==> config.mk <==
export PLATFORM = sky130hd
export DESIGN_NAME = bcd_to_c1
export DESIGN_NICKNAME = d
export VERILOG_FILES = /design/src/rtl/bcd_to_c1.sv
export SDC_FILE = /design/constraint.sdc
export NUM_CORES = 1
export LEC_CHECK = 0
export CORE_MARGIN = 1
export CORE_UTILIZATION = 50
export CTS_CLUSTER_DIAMETER = 30
export DETAILED_ROUTE_END_ITERATION = 12
export GPL_TIMING_DRIVEN = 1
export PLACE_DENSITY = 0.85
export SLEW_MARGIN = 30
export SYNTH_ARGS = -nofsm -noshare
export SYNTH_HDL_FRONTEND = slang
export SYNTH_SLANG_ARGS = --single-unit
==> constraint.sdc <==
create_clock -name clk -period 3.5 [get_ports clk]
set_input_delay 1.05 -clock clk [delete_from_list [all_inputs] [get_ports clk]]
set_output_delay 1.05 -clock clk [all_outputs]
set_load 0.1 [all_outputs]
==> src/rtl/bcd_to_c1.sv <==
// Sequential signed packed-BCD to 16-bit one's-complement converter.
// One digit per clock, most significant first, by multiply-by-10-and-add.
module bcd_to_c1 #(
    parameter int DIGITS = 5
) (
    input  logic                  clk,
    input  logic                  rst_n,
    input  logic                  start,
    input  logic [4*DIGITS-1:0]   BCD_in,
    input  logic                  sign_in,
    output logic                  busy,
    output logic                  done,
    output logic [15:0]           Dec_out,
    output logic                  err
);

    localparam int CNT_W = (DIGITS > 1) ? $clog2(DIGITS) : 1;
    localparam logic [CNT_W-1:0] CNT_TOP = CNT_W'(DIGITS - 1);

    typedef enum logic {IDLE, CONV} state_t;

    state_t              state, state_nxt;
    logic [4*DIGITS-1:0] bcd_q;
    logic                sign_q;
    logic [16:0]         acc;
    logic [CNT_W-1:0]    cnt;
    logic                inv, ovf;

    logic [3:0]          dig;
    logic [16:0]         acc_nxt;
    logic                inv_nxt, ovf_nxt;
    logic                last;

    // Returns {err, Dec_out}; negative zero collapses to +0.
    function automatic logic [16:0] format_c1(input logic [14:0] mag,
                                              input logic neg,
                                              input logic bad);
        if (bad)
            return {1'b1, 16'h0000};
        if (mag == 15'd0)
            return 17'h00000;
        if (neg)
            return {1'b0, 1'b1, ~mag};
        return {1'b0, 1'b0, mag};
    endfunction

    always_comb begin
        dig     = 4'(bcd_q >> {cnt, 2'b00});
        acc_nxt = acc * 17'd10 + {13'd0, dig};
        inv_nxt = inv | (dig > 4'd9);
        ovf_nxt = ovf | (acc_nxt > 17'd32767);
        last    = (cnt == '0);
    end

    always_comb begin
        state_nxt = state;
        case (state)
            IDLE:    if (start) state_nxt = CONV;
            CONV:    if (last)  state_nxt = IDLE;
            default: state_nxt = IDLE;
        endcase
    end

    always_ff @(posedge clk or negedge rst_n) begin
        if (!rst_n)
            state <= IDLE;
        else
            state <= state_nxt;
    end

    assign busy = (state == CONV);

    always_ff @(posedge clk or negedge rst_n) begin
        if (!rst_n) begin
            bcd_q   <= '0;
            sign_q  <= 1'b0;
            acc     <= '0;
            cnt     <= '0;
            inv     <= 1'b0;
            ovf     <= 1'b0;
            done    <= 1'b0;
            Dec_out <= 16'h0000;
            err     <= 1'b0;
        end else begin
            done <= 1'b0;
            if (state == IDLE) begin
                if (start) begin
                    bcd_q  <= BCD_in;
                    sign_q <= sign_in;
                    acc    <= '0;
                    cnt    <= CNT_TOP;
                    inv    <= 1'b0;
                    ovf    <= 1'b0;
                end
            end else begin
                acc <= acc_nxt;
                inv <= inv_nxt;
                ovf <= ovf_nxt;
                if (last) begin
                    {err, Dec_out} <= format_c1(acc_nxt[14:0], sign_q, inv_nxt | ovf_nxt);
                    done           <= 1'b1;
                end else begin
                    cnt <= cnt - 1'b1;
                end
            end
        end
    end

endmodule

==> key figures <==
Status
  • Status: finished, violations left
  • Failing checks: setup timing

Synth
  • EDFF count, synth: 0
  • YS warnings: 0
  • Post-Synthesis Cell Area: 0.00391 sq mm
  • Async set-reset flop share out of synthesis: 100%
  • Syn avg cell area: 9.62 sq um
  • FF+latch count, synth: 61
  • Prevailing post-synth register cell: dfrtp_1
  • Synth top area share: 39.0%
  • Synth cell types: 62
  • Seq/Total Area, Yosys: 39.0%
  • Syn Inst Count: 407
  • Syn_nets: 463
  • Area leader, netlist: dfrtp_1
  • Top cells by area, synth: dfrtp_1, ha_1, nand2_1, xnor2_1, a22o_1

CTS
  • CTS Hold Bufs: 0
  • CTS tree: built
  • Clk root buf: clkbuf_8
  • Worst-path clk slew: 60 ps
  • Worst-Skew Late Latency: 350 ps
  • CTS Buf Count: 9
  • # H-tree levels: 3
  • Clock sinks: 61
  • CTS Buffer Depth: 2

Cells and area
  • Filler Cells Inserted: 552
  • Nets: 538
  • Final instance area: 0.00503 sq mm
  • Ant. Diodes: 0
  • Layout cells sized above 1: 28.0%
  • Area growth syn-to-layout: 28.5%

Worst setup path
  • Crit path DAT: 3900 ps
  • Reg-to-reg endpoint: Dec_out[8]
  • Reg2Reg Depth: 13
  • Critical path type: reg -> reg
  • Worst path max stage delay: 570 ps
  • Critical Path Fanout Max: 5
  • Worst EP required: 3730 ps
  • Crit path depth: 13
  • Cell mode on critical path: ha_1
  • Startpoint types: flip-flop
  • Sum of buffers and inverters on the critical path: 2
  • R2R setup slack: -170 ps
  • Worst path slowest cell: or4_4
  • Crit-path cells: buf_4 -> ha_1 -> ha_1 -> xor2_2 -> or4_4 -> a211oi_4 -> nand4b_1 -> xnor2_2 -> nor3_4 -> nand4bb_4 -> o2111ai_4 -> clkbuf_16 -> o21ai_2
  • Worst reg2reg startpoint: acc[3]
  • CP top delay family: simple AND/OR/NAND/NOR gates
  • Setup crit start: acc[3]
  • Crit end category: flip-flop

GRT
  • Gr ovfl total: 0
  • Global Route Usage Sum: 24.4%
  • Vias in the first global route: 3276
  • Initial antenna violation count: 0
  • First-pass GRT wire length: 15800 um
  • Largest net degree at the start of global routing: 62

STA
  • Layout Skew: 8.79 ps
  • RSZ-0062 raised after global routing: true
  • Max-slew headroom: 48.8%
  • Fmax: 272 MHz
  • Least-Margin Pin Slew: 766 ps
  • Fin crit period: 3670 ps
  • Final period util: 105%
  • Hold Fails Final Rpt: 0
  • Fin. max-slew vios: 0
  • # setup viols final: 18
  • Worst setup margin: -174 ps

Routing
  • DRT Wirelength: 9550 um
  • TritonRoute pass-1 iters: 4
  • Iteration-0 DRC count of the detailed router: 133
  • Residual DRC: 0
  • Routed len/inst: 16.3 um
  • Via count: 3327
  • Via-to-Cell Ratio: 5.69
  • ANT nets after route: 0

Floorplanning
  • Die X: 90.5 um
  • I/O pin cnt: 43
  • Die area: 0.00819 sq mm
  • Initial Util: 52.8%
  • Die Span Y: 90.5 um
  • Number of cell rows: 31
  • Core box area: 0.00741 sq mm

Worst hold path
  • Worst min-delay path class: reg -> reg
  • Hold path depth: 2
  • Worst hold start: bcd_q[1]
  • Hold path endpoint: bcd_q[1]

Placed design
  • DP Area: 0.00463 sq mm
  • IO Port Bufs: 42
  • GP Congestion: 0.887
  • DP HPWL: 6840 um

Job
  • MaxCap Viol Count: 0
[cells in the final DEF (no fill, tap or decap), drive strengths merged, types with 3 or more instances in the layout]
cell,n
nand2,96
dfrtp,61
buf,57
ha,30
xnor2,29
o21ai,28
clkdlybuf4s50,22
a21oi,16
nor2,14
a22o,13
inv,13
clkbuf,12
xor2,9
nor3,9
a211oi,7
o22ai,5
a21o,5
nand3,5
nor2b,4
and3,4
mux2i,3
a31oi,3
or4,3
nand4b,3
[final cells by class]
| class | count | area [sq um] | share of cell area, % |
|---|---|---|---|
| multi-input cells | 317 | 2430 | 48.3 |
| well taps | 99 | 124 | 2.46 |
| clock inverters | 4 | 47.5 | 0.945 |
| clock buffers | 11 | 151 | 3.01 |
| flip-flops and latches | 61 | 1530 | 30.4 |
| repair buffers | 80 | 699 | 13.9 |
| inverters | 13 | 48.8 | 0.970 |
[through the flow]
stage	TNS (ps)	utilization [%]	instances	setup WS [ps]	hold slack [ps]
global placement	-341	62.5	565	-42.5	455
floorplan	-719	-	407	-71.9	438
CTS	-1200	66.2	583	-110	475
finish	-2460	67.9	585	-174	473
global route	-4330	67.9	585	-273	507
detailed placement	-1870	62.5	565	-154	460
[metal layers]
metal  global-route usage, %  part of all wire (%)  wire length [um]  up-vias
met3                    5.72                   4.6               435       23
met1                    30.4                    43              4150     1632
met5                       0                     0                 0        -
met2                    41.5                    50              4750       96
li1                        -                     -                 -     1576
met4                    8.20                   2.3               215        0
[worst max-delay path by stage]
stage                  endpoint  slack, ps
floorplan           Dec_out[10]        -70
global placement     Dec_out[0]        -40
detailed placement  Dec_out[13]       -150
CTS                 Dec_out[13]       -110
global route         Dec_out[6]       -270
finish               Dec_out[8]       -170
[cells in the mapped netlist (all sizes together) (3+ instances only)]
cell type	number
nand2	96
dfrtp	61
ha	30
xnor2	29
o21ai	28
a21oi	16
nor2	14
a22o	13
clkbuf	13
inv	13
nor3	9
xor2	9
a211oi	7
a21o	5
nand3	5
o22ai	5
and3	4
nor2b	4
a31oi	3
buf	3
mux2i	3
nand4b	3
or4	3
[worst register-to-register path, delay by kind of cell (launching register included)]
kind                     cells  cell delay (ps)
flip-flops                   1              380
XOR/XNOR                     2              410
adder cells (fa/ha/maj)      2              700
buffers and inverters        2              370
AO/OA/AOI/OAI                3              560
AND/OR/NAND/NOR              4             1150
[sequential cells by signal, summed over array words and instances (netlist names)]
register  count
cnt           3
Dec_out      16
bcd_q        20
done          1
err           1
acc          16
sign_q        1
inv           1
busy          1
ovf           1
[cells by family after synthesis]
logic type / share of synthesized area [%]
simple gates: 17.8
compound gates: 18.7
buf+inv: 3.04
fa+ha+maj: 10.6
mux: 1.92
xor+xnor: 8.89
flops: 39.0
[repair_timing]
action | in CTS | in global routing
resized for setup | 10 | 22
setup endpoints to repair | 16 | 19
pin swaps | 7 | 12
setup buffers | 3 | 1
cloned | 0 | 1
Power is not shown: default switching activity piles up to over one toggle a cycle in this logic, so the estimate is an artifact.
